`config.mk`:
```
export PLATFORM = sky130hd
export DESIGN_NAME = regfile_write_arbiter
export DESIGN_NICKNAME = d
export VERILOG_FILES = /design/src/rtl/regfile_write_arbiter.sv
export SDC_FILE = /design/constraint.sdc
export NUM_CORES = 1
export LEC_CHECK = 0
export ABC_AREA = 1
export BUFFER_PORTS_ARGS = -buffer_cell sky130_fd_sc_hd__buf_2
export CORE_AREA = 4 4 86 88
export CTS_CLUSTER_SIZE = 8
export DETAILED_ROUTE_END_ITERATION = 8
export DIE_AREA = 0 0 90 92
export MAX_ROUTING_LAYER = met4
export PLACE_DENSITY = 0.8
export SLEW_MARGIN = 0
export SYNTH_ARGS = -nofsm -noshare
export SYNTH_HDL_FRONTEND = slang
export SYNTH_SLANG_ARGS = --single-unit
```
`constraint.sdc`:
```
create_clock -name clk -period 2.9 [get_ports clk]
set_clock_uncertainty 0.05 [all_clocks]
set_input_delay 0 -clock clk [delete_from_list [all_inputs] [get_ports clk]]
set_output_delay 0 -clock clk [all_outputs]
set_load 0.05 [all_outputs]
```
`src/rtl/regfile_write_arbiter.sv`:
```
// Round-robin arbiter sharing the register file write port between writeback, load return and debug.
// Define REGFILE_CLEAR_EN to add the clr_start/clr_busy/clr_done x1..x31 clear sequencer.
module regfile_write_arbiter #(
  parameter int NREG  = 32,
  parameter int CNT_W = 8,
  localparam int AW   = $clog2(NREG)
) (
  input  logic             clk,
  input  logic             rst,
  input  logic             wb_valid,
  output logic             wb_ready,
  input  logic [AW-1:0]    wb_addr,
  input  logic [31:0]      wb_data,
  input  logic             ld_valid,
  output logic             ld_ready,
  input  logic [AW-1:0]    ld_addr,
  input  logic [31:0]      ld_data,
  input  logic             dbg_valid,
  output logic             dbg_ready,
  input  logic [AW-1:0]    dbg_addr,
  input  logic [31:0]      dbg_data,
  output logic             WriteEnable3,
  output logic [AW-1:0]    Address3,
  output logic [31:0]      WD3,
`ifdef REGFILE_CLEAR_EN
  input  logic             clr_start,
  output logic             clr_busy,
  output logic             clr_done,
`endif
  output logic [CNT_W-1:0] contention_cnt
);

  logic [1:0]    rr_ptr;
  logic [1:0]    ptr_next;
  logic [2:0]    req;
  logic [2:0]    grant;
  logic          arb_en;
  logic          accept;
  logic          multi;
  logic          issue_we;
  logic [AW-1:0] sel_addr;
  logic [31:0]   sel_data;

`ifdef REGFILE_CLEAR_EN
  typedef enum logic {IDLE, CLEAR} clr_state_t;
  clr_state_t    state;
  logic [AW-1:0] idx;

  // A clear request pre-empts any grant in the cycle it is raised.
  assign arb_en = rst && (state == IDLE) && !clr_start;
`else
  assign arb_en = rst;
`endif

  assign req   = arb_en ? {dbg_valid, ld_valid, wb_valid} : 3'b000;
  assign multi = (wb_valid & ld_valid) | (wb_valid & dbg_valid) | (ld_valid & dbg_valid);

  // Search for the first pending requester starting at rr_ptr, wrapping modulo 3.
  always_comb begin
    grant = 3'b000;
    case (rr_ptr)
      2'd1: begin
        if (req[1])      grant = 3'b010;
        else if (req[2]) grant = 3'b100;
        else if (req[0]) grant = 3'b001;
      end
      2'd2: begin
        if (req[2])      grant = 3'b100;
        else if (req[0]) grant = 3'b001;
        else if (req[1]) grant = 3'b010;
      end
      default: begin
        if (req[0])      grant = 3'b001;
        else if (req[1]) grant = 3'b010;
        else if (req[2]) grant = 3'b100;
      end
    endcase
  end

  always_comb begin
    ptr_next = rr_ptr;
    sel_addr = wb_addr;
    sel_data = wb_data;
    if (grant[0]) ptr_next = 2'd1;
    if (grant[1]) begin
      ptr_next = 2'd2;
      sel_addr = ld_addr;
      sel_data = ld_data;
    end
    if (grant[2]) begin
      ptr_next = 2'd0;
      sel_addr = dbg_addr;
      sel_data = dbg_data;
    end
  end

  assign wb_ready  = grant[0];
  assign ld_ready  = grant[1];
  assign dbg_ready = grant[2];
  assign accept    = |grant;
  assign issue_we  = accept && (sel_addr != '0);

  // Writes to x0 are consumed without touching the register file.
  always_ff @(posedge clk or negedge rst) begin
    if (!rst) begin
      rr_ptr         <= 2'd0;
      contention_cnt <= '0;
      WriteEnable3   <= 1'b0;
      Address3       <= '0;
      WD3            <= '0;
`ifdef REGFILE_CLEAR_EN
      state          <= IDLE;
      idx            <= '0;
      clr_busy       <= 1'b0;
      clr_done       <= 1'b0;
`endif
    end else begin
      if (multi && (contention_cnt != '1))
        contention_cnt <= contention_cnt + 1'b1;
      if (accept)
        rr_ptr <= ptr_next;
`ifdef REGFILE_CLEAR_EN
      clr_done <= 1'b0;
      case (state)
        IDLE: begin
          if (clr_start) begin
            state        <= CLEAR;
            idx          <= AW'(1);
            clr_busy     <= 1'b1;
            WriteEnable3 <= 1'b1;
            Address3     <= AW'(1);
            WD3          <= '0;
          end else begin
            WriteEnable3 <= issue_we;
            if (issue_we) begin
              Address3 <= sel_addr;
              WD3      <= sel_data;
            end
          end
        end
        CLEAR: begin
          if (idx == AW'(NREG - 1)) begin
            state        <= IDLE;
            clr_busy     <= 1'b0;
            clr_done     <= 1'b1;
            WriteEnable3 <= 1'b0;
          end else begin
            idx          <= idx + 1'b1;
            WriteEnable3 <= 1'b1;
            Address3     <= idx + 1'b1;
            WD3          <= '0;
          end
        end
        default: state <= IDLE;
      endcase
`else
      WriteEnable3 <= issue_we;
      if (issue_we) begin
        Address3 <= sel_addr;
        WD3      <= sel_data;
      end
`endif
    end
  end

endmodule
```
==> results of run 1 <==
-- synth_stat cells (all sizes together) --
cell type | instances | area (um2)
xor2 | 4 | 35.0
ha | 3 | 37.5
nor3 | 2 | 10.0
and2 | 1 | 6.26
nand4 | 3 | 18.8
a21oi | 1 | 5.00
o21ai | 2 | 10.0
dfrtp | 48 | 1200
buf | 15 | 113
xnor2 | 3 | 26.3
maj3 | 1 | 10.0
clkbuf | 15 | 56.3
clkinv | 1 | 3.75
nor2 | 7 | 33.8
nand2 | 135 | 537
nand3 | 149 | 768
a211oi | 1 | 7.51
inv | 12 | 45.0
-- cell type report --
| type | count | area [um2] |
|---|---|---|
| inverter | 13 | 48.8 |
| fill | 649 | 2730 |
| tap | 80 | 100 |
| sequential | 48 | 1200 |
| clock inverter | 2 | 15.0 |
| multi-input combinational | 312 | 1510 |
| timing repair buffer | 181 | 956 |
| clock buffer | 6 | 82.6 |
-- logic make-up after synthesis --
| family | share of synthesized area (%) |
|---|---|
| buffers and inverters | 7.44 |
| and+or+nand+nor | 47.0 |
| adders and majority gates | 1.63 |
| AOI/OAI and AO/OA | 0.770 |
| DFF | 41.1 |
| xor gates and xnor gates | 2.10 |
-- flip-flops by register name (all words and copies together) (netlist names) --
register / cells
WD3: 32
rr_ptr: 2
WriteEnable3: 1
Address3: 5
contention_cnt: 8
-- metrics by stage --
stage,area [um2],hold WS [ns]
final,3910,0.00258
after CTS,3910,0.00181
after detailed placement,3790,-0.0418
after global routing,3910,0.0182
after floorplan,2920,-0.346
after global placement,3790,-0.0527
-- worst register-to-register path: cells and delay by family, from the launching register on --
family | cells | cell delay [ns]
simple gates | 11 | 1.19
buf+inv | 4 | 0.68
flops | 1 | 0.36
fa+ha+maj | 1 | 0.33
-- metal layers --
| layer | vias up | wire length, um | global-route usage [%] | part of all wire (%) |
|---|---|---|---|---|
| met5 | - | 0 | - | 0 |
| met4 | 0 | 133 | 5.74 | 1.4 |
| met3 | 19 | 588 | 3.45 | 6.4 |
| met2 | 137 | 4570 | 36.6 | 50 |
| met1 | 1584 | 3880 | 28.8 | 42 |
| li1 | 1652 | - | - | - |
-- report_power, final --
| group | total, mW | internal, mW | switching (mW) |
|---|---|---|---|
| registers | 1.20 | 0.991 | 0.210 |
| logic | 2.97 | 0.774 | 2.20 |
| clock network | 0.421 | 0.193 | 0.227 |
-- worst max-delay path by stage --
| stage | start | endpoint | slack (ns) |
|---|---|---|---|
| detailed placement | rr_ptr[0] | WD3[28] | 0.28 |
| finish | rr_ptr[0] | WD3[28] | 0.26 |
| global route | rr_ptr[0] | WD3[1] | 0.02 |
| floorplan | rr_ptr[0] | Address3[1] | 0.62 |
| global placement | rr_ptr[0] | WD3[3] | 0.40 |
| CTS | rr_ptr[0] | WD3[28] | 0.25 |
-- repair_timing --
action                    4_1_cts  5_1_grt
hold endpoints to repair       50        0
hold buffers                    3        0
setup buffers                   0        0
gates resized for setup         0        0
==> metrics.cfg, run 1 <==
[worst_setup_path]
r2r-start = rr_ptr[0]
path_class = flop to flop
critPathBufInv = 4
crit_path_frequent_cell = nand2_1
cp_data_arrival_time_ns = 2.83
crit_family = simple AND/OR/NAND/NOR gates
startpoint_type = flop
worst_r2r_endpoint = WD3[28]
reg2reg_depth = 16
regToRegSetupSlack_ns = 0.26
path_depth = 16
cp_cell_sequence = inv_1 -> ha_1 -> inv_1 -> nand2_1 -> nand2_1 -> nand2_2 -> nand2_2 -> buf_4 -> nand3_1 -> nand3_1 -> nor2_2 -> nand3_4 -> nand2_1 -> buf_4 -> nand2_1 -> nand2_1
slowest_delay_ns = 0.36
critPathRequiredTime_ns = 3.09
cp-end-kind = flop
critPathMaxFanout = 24
cpMaxStageDelayCell = dfrtp_1

[synth]
syn-mean-instance-area_um2 = 7.26
yosys_register_bits = 48
yosysSeqAreaShare_pct = 41.1
ys_types = 26
netlist_area_um2 = 2920
ys_warn_count = 0
synthCells = 403
synth_fp_nets = 522

[clocking]
clk_latency_ns = 0.29
clk_pin_slew_ns = 0.08
cts.sink_count = 48
cts_buffer_depth = 2
cts_tree = built
root_buffer = clkbuf_8
cts_inserted_buffers = 5
h-tree-depth = 2

[final_layout]
mostFrequentLayoutCell = buf_2
fin_nets = 680
final_util_pct = 58.9
drive_above_1_share_pct = 37.0
final_cell_mix = buf_2, nand3_1, nand2_1, dfrtp_1, buf_4
diodes = 0
areaGrowthSynthToFinish_pct = 33.8
final-instance-count-excl-fill = 642

[timing]
hold_viol = 0
fin_tns_setup_ns = 0
tightest_slew_ns = 0.401
max_slew_margin_pct = 73.2
slew_viol_final = 0
setup_ws_ns = 0.259
fmax_mhz = 379
min_period_ns = 2.64
grt_setup_unrepaired = false
fin_crit_sh_pct = 91.1
setup_viol = 0

[place]
place_ws_ns = 0.277
post-dp-hpwl_um = 7330
dp_cells = 631
gp_congestion = 0.865
io_buffer_count = 164

[min_path]
min_from = dbg_data[13]
hold_path_depth = 5
hp-class = input pin to flop
hold_end = WD3[13]

[die]
dieHeight_um = 92
core_um2 = 6640
dieArea_um2 = 8280
placementRows = 30
die_w_um = 90
pin_count = 165
start_util_pct = 44.0

[route]
drc = 0
routed_wl_um = 9180
dr.pass1.iters = 4
dr.first_iter.drc_count = 215
avgRoutedWirePerCell_um = 14.3
via_count = 3392
viasPerCell = 5.28
ant_nets = 0

[outcome]
status = complete, no violations

[grt]
grt_pass1_wl_um = 14800
grt_overflow = 0
antenna_found_initial = 0
grtUsageTotal_pct = 22.2
grt_max_degree = 42
grt_pass1_vias = 3117

[power_and_ir_drop]
total_power_mw = 4.59
p_leak_nw = 2.22
vdd_drop_max_v = 0.000368
powerDensity_nw_per_um2 = 1170

[flow_run]
drv_cap = 0

No activity file was read; power rests on OpenSTA's default activity.
==> inputs of run 2 (changes only) <==
Settings changed: RECOVER_POWER set to 25.
==> run 2 against run 1 <==
  * The run now ends with capacitance limit, slew limit left
  * Non-clock buffer count is the same
  * Global-route usage is the same
  * Critical path depth is the same
  * Setup slack is essentially flat
  * First-iteration DRC count is the same
  * Final cell count is the same
  * Sequential share of layout area is essentially flat
  * Via count is the same
  * Maximum frequency is essentially flat
  * Worst hold slack gained 0.0016 ns
  * Design area is essentially flat
  * Largest power group unchanged
  * Highest routed layer unchanged
==> metrics.cfg, run 2 (same netlist as run 1, synthesis figures left out) <==
[grt]
grt_pass1_wl_um = 14800  ; unchanged
grtUsageTotal_pct = 22.2  ; unchanged
grt_pass1_vias = 3117  ; unchanged
grt_overflow = 0  ; unchanged
antenna_found_initial = 0  ; unchanged
grt_max_degree = 42  ; unchanged

[power_and_ir_drop]
vdd_drop_max_v = 0.000366  ; -0.51%
power_frac_clock_pct = 9.1  ; about the same
p_sw_mw = 2.63  ; about the same
internal_power_mw = 1.96  ; about the same
total_power_mw = 4.59  ; about the same
p_comb_share_pct = 64.7  ; about the same
power_frac_seq_pct = 26.2  ; about the same
sw_frac_of_total_pct = 57.4  ; about the same
powerDensity_nw_per_um2 = 1170  ; about the same
p_leak_nw = 2.22  ; -0.16%

[worst_setup_path]
r2r-start = rr_ptr[0]
regToRegSetupSlack_ns = 0.26  ; about the same
worst_r2r_endpoint = WD3[28]
critPathRequiredTime_ns = 3.09  ; about the same
path_class = flop to flop
critPathMaxFanout = 24  ; unchanged
startpoint_type = flop
reg2reg_depth = 16  ; unchanged
cp_data_arrival_time_ns = 2.83  ; about the same
cp-end-kind = flop

[timing]
setup_ws_ns = 0.258  ; -0.000176 ns
fin_crit_sh_pct = 91.1  ; about the same
min_period_ns = 2.64  ; +0.000176 ns
max_slew_margin_pct = -12.5  ; -86 points
fmax_mhz = 379  ; about the same
grt_setup_unrepaired = false
hold_slack_ns = 0.00417  ; +0.00159 ns
hold_viol = 0  ; unchanged
slew_viol_final = 33  ; +33
tightest_slew_ns = 1.69  ; +1.29 ns
setup_viol = 0  ; unchanged
fin_tns_setup_ns = 0  ; unchanged

[route]
avgRoutedWirePerCell_um = 14.3  ; -0.25%
viasPerCell = 5.28  ; unchanged
via_count = 3392  ; unchanged
dr.pass1.iters = 5  ; +1
ant_nets = 0  ; unchanged
dr.first_iter.drc_count = 215  ; unchanged
drc = 0  ; unchanged
routed_wl_um = 9150  ; -0.25%

[min_path]
hold_path_depth = 5  ; unchanged
hold_end = WD3[13]
min_from = dbg_data[13]
hp-class = input pin to flop

[clocking]
cts.repair.resized = 0  ; unchanged
root_buffer = clkbuf_8
cts_inserted_buffers = 5  ; unchanged
cts_tree = built
post_cts_buffers = 0  ; unchanged
clk_latency_ns = 0.29  ; about the same
cts_buffer_depth = 2  ; unchanged
clk_pin_slew_ns = 0.08  ; about the same
cts.sink_count = 48  ; unchanged
h-tree-depth = 2  ; unchanged

[flow_run]
drv_cap = 1  ; +1

[final_layout]
drive_above_1_share_pct = 36.8  ; -0.18 points
design_area_um2 = 3910  ; about the same
diodes = 0  ; unchanged
multi_input_area_um2 = 1510  ; unchanged
largest_register_ffs = 32  ; unchanged
areaGrowthSynthToFinish_pct = 33.7  ; about the same
fin_nets = 680  ; unchanged
fill_cells = 648  ; -0.15%
mostFrequentLayoutCell = buf_2
largest_register = WD3
seq_area_um2 = 1200  ; unchanged
top_regs = WD3 x32, contention_cnt x8, Address3 x5
final_cell_mix = buf_2, nand3_1, nand2_1, dfrtp_1, buf_4

[die]
die_w_um = 90  ; unchanged
core_um2 = 6640  ; unchanged
placementRows = 30  ; unchanged
dieArea_um2 = 8280  ; unchanged
dieHeight_um = 92  ; unchanged
start_util_pct = 44.0  ; unchanged
pin_count = 165  ; unchanged

[place]
gp_congestion = 0.865  ; unchanged
place_ws_ns = 0.277  ; unchanged
io_buffer_count = 164  ; unchanged
post-dp-hpwl_um = 7330  ; unchanged
place_area_um2 = 3790  ; unchanged

[outcome]
status = finished with violations
violations = capacitance limit, slew limit

run 2: worst max path at each step:
stage	from	slack, ns	cells past startpoint	endpoint
final	rr_ptr[0]	0.26	16	WD3[28]
after global routing	rr_ptr[0]	0.02	16	WD3[1]
after CTS	rr_ptr[0]	0.25	16	WD3[28]
after detailed placement	rr_ptr[0]	0.28	16	WD3[28]
after global placement	rr_ptr[0]	0.40	14	WD3[3]
after floorplan	rr_ptr[0]	0.62	11	Address3[1]
run 2: layer usage:
layer	global-route usage, %	vias to the layer above	wire length (um)
li1	-	1652	-
met1	28.8	1578	3830
met2	36.6	145	4560
met3	3.45	17	638
met4	5.74	0	124
met5	-	-	0
run 2: power by group through the flow:
stage / sequential [mW] / combinational [mW] / clock (mW)
3_3_place_gp: 1.21 / 2.93 / 0
6_report: 1.20 / 2.97 / 0.420
4_1_cts: 1.20 / 2.99 / 0.428
3_5_place_dp: 1.21 / 2.99 / 0
5_1_grt: 1.24 / 3.21 / 0.455
2_1_floorplan: 2.23 / 1.25 / 0
run 2: layout make-up:
type                       instances  share of cell area [%]
clock buffer                       6                    2.11
clock inverter                     2                   0.384
inverter                          13                    1.25
multi-input combinational        312                    38.6
sequential                        48                    30.7
tap                               80                    2.56
timing repair buffer             181                    24.4
run 2: what timing repair did:
| action | CTS | global route |
|---|---|---|
| endpoints found under the hold margin | 50 | 0 |
| endpoints found under the setup margin | 0 | 0 |
| hold buffers | 3 | 0 |
run 2: worst max-delay path: stages (launching register included):
cell,delay (ns)
dfrtp_1,0.36
inv_1,0.06
ha_1,0.33
inv_1,0.09
nand2_1,0.07
nand2_1,0.06
nand2_2,0.09
nand2_2,0.10
buf_4,0.24
nand3_1,0.09
nand3_1,0.13
nor2_2,0.14
nand3_4,0.20
nand2_1,0.14
buf_4,0.29
nand2_1,0.10
nand2_1,0.07
run 2: per-stage QoR:
step / util, % / std cells
2_1_floorplan: - / 403
3_3_place_gp: 57.0 / 631
3_5_place_dp: 57.0 / 631
4_1_cts: 58.9 / 642
5_1_grt: 58.9 / 642
6_report: 58.9 / 642
==> inputs of run 3 (changes only) <==
Settings changed: REMOVE_ABC_BUFFERS set to 1.
==> run 3 against run 2 <==
  * The run now ends clean
  * Global-route usage rose by 0.27 points
  * Clock power rose by 14%
  * Setup slack improved by 0.13 ns
  * Sequential power barely moved
  * Sequential share of layout area fell by 0.15 points
  * Die area did not move
  * Count of clock-buffer cells in the layout did not move
  * First-iteration DRC count fell by 15%
  * Critical path type unchanged
  * Largest cell class unchanged
==> metrics.cfg, run 3 (same netlist as run 1, synthesis figures left out) <==
[clocking]
h-tree-depth = 2  ; unchanged
clk_latency_ns = 0.30  ; about the same
cts.sink_count = 48  ; unchanged
cts_tree = built
cts_buffer_depth = 2  ; unchanged
root_buffer = clkbuf_8
cts_inserted_buffers = 5  ; unchanged
clk_pin_slew_ns = 0.09  ; about the same

[route]
via_count = 3437  ; +1.3%
ant_nets = 0  ; unchanged
dr.first_iter.drc_count = 183  ; -15%
viasPerCell = 5.34  ; +1.0%
avgRoutedWirePerCell_um = 14.6  ; +2.3%
drc = 0  ; unchanged
dr.pass1.iters = 4  ; -1
routed_wl_um = 9400  ; +2.6%

[timing]
slew_viol_final = 0  ; -100%
min_period_ns = 2.51  ; -0.128 ns
fin_crit_sh_pct = 86.7  ; -4.4 points
fmax_mhz = 398  ; +5.1%
tightest_slew_ns = 0.655  ; -1.03 ns
setup_ws_ns = 0.387  ; +0.128 ns
setup_viol = 0  ; unchanged
max_slew_margin_pct = 56.5  ; +69 points
hold_viol = 0  ; unchanged
grt_setup_unrepaired = false
fin_tns_setup_ns = 0  ; unchanged
hold_slack_ns = 0.00881  ; +0.00464 ns

[flow_run]
drv_cap = 0  ; -1

[final_layout]
final_util_pct = 59.1  ; +0.28 points
largest_register_ffs = 32  ; unchanged
design_area_um2 = 3930  ; +0.48%
fin_nets = 682  ; +0.29%
seq_area_um2 = 1200  ; unchanged
areaGrowthSynthToFinish_pct = 34.4
diodes = 0  ; unchanged
multi_input_area_um2 = 1510  ; unchanged
mostFrequentLayoutCell = nand3_1
fill_cells = 650  ; +0.31%
top_regs = WD3 x32, contention_cnt x8, Address3 x5
final_cell_mix = nand3_1, buf_2, nand2_1, dfrtp_1, clkbuf_1
largest_register = WD3
drive_above_1_share_pct = 32.6  ; -4.2 points

[worst_setup_path]
critPathRequiredTime_ns = 3.08  ; about the same
cp-end-kind = flop
r2r-start = rr_ptr[0]
startpoint_type = flop
regToRegSetupSlack_ns = 0.39  ; +0.13 ns
path_class = flop to flop
worst_r2r_endpoint = WD3[7]
reg2reg_depth = 14  ; -2
cp_data_arrival_time_ns = 2.70  ; -0.13 ns
critPathMaxFanout = 29  ; +21%

[place]
place_ws_ns = 0.416  ; +0.139 ns
post-dp-hpwl_um = 6970  ; -4.9%
gp_congestion = 0.849  ; -1.8%
io_buffer_count = 164  ; unchanged
place_area_um2 = 3760  ; -0.59%

[min_path]
hold_path_depth = 5  ; unchanged
min_from = dbg_data[10]
hold_end = WD3[10]
hp-class = input pin to flop

[die]
placementRows = 30  ; unchanged
dieArea_um2 = 8280  ; unchanged
start_util_pct = 44.0  ; unchanged
die_w_um = 90  ; unchanged
core_um2 = 6640  ; unchanged
dieHeight_um = 92  ; unchanged
pin_count = 165  ; unchanged

[power_and_ir_drop]
vdd_drop_max_v = 0.000463  ; +27%
powerDensity_nw_per_um2 = 1170  ; -0.37%
p_leak_nw = 2.17  ; -2.0%

[grt]
grtUsageTotal_pct = 22.5  ; +0.27 points
grt_overflow = 0  ; unchanged
grt_max_degree = 43  ; +2.4%
grt_pass1_vias = 3368  ; +8.1%
antenna_found_initial = 0  ; unchanged
grt_pass1_wl_um = 15000  ; +1.1%

[outcome]
status = complete, no violations

## run 3: timing repair
item	in CTS	in global routing
gates resized for setup	0	1
endpoints found under the hold margin	23	0
endpoints found under the setup margin	0	8
setup buffers	0	0
hold buffers	8	0
## run 3: how the worst max path moves through the flow
stage                        to  cells past startpoint      start  slack, ns
finish                   WD3[7]                     14  rr_ptr[0]       0.39
floorplan           Address3[1]                     13  rr_ptr[0]      -1.15
detailed placement      WD3[30]                     14  rr_ptr[0]       0.42
global placement    Address3[1]                     14  rr_ptr[0]       0.51
CTS                     WD3[30]                     15        rst       0.34
global route             WD3[5]                     14  rr_ptr[0]       0.06
## run 3: area by class of cell
type,count,share of cell area (%)
clock inverter,2,0.892
tap,80,2.55
clock buffer,6,1.85
sequential,48,30.6
inverter,13,1.24
timing repair buffer,183,24.5
multi-input combinational,312,38.4
## run 3: metal layers
layer / GRT usage, % / vias to the layer above / wire length, um
met1: 23.6 / 1600 / 3650
li1: - / 1654 / -
met5: - / - / 0
met2: 40.8 / 156 / 4810
met4: 9.57 / 0 / 303
met3: 4.84 / 27 / 635
## run 3: report_power, final
part	internal, mW	switching [mW]	total, mW
Combinational	0.726	2.19	2.92
Clock	0.256	0.223	0.479
Sequential	0.991	0.211	1.20
## run 3: metrics by stage
stage | power [mW] | cells
after floorplan | 3.34 | 373
after global placement | 4.08 | 628
after detailed placement | 4.17 | 628
after CTS | 4.66 | 644
after global routing | 4.91 | 644
final | 4.60 | 644
## run 3: worst max-delay path: stages (launching register included)
cell,delay (ns)
dfrtp_1,0.36
inv_1,0.06
ha_1,0.32
nor2_1,0.05
nand2_1,0.09
nand3_2,0.22
buf_4,0.30
nand3_1,0.11
nand3_1,0.10
nor2_2,0.14
nand3_4,0.07
nand2_1,0.09
buf_4,0.33
nand2_1,0.09
nand2_1,0.07
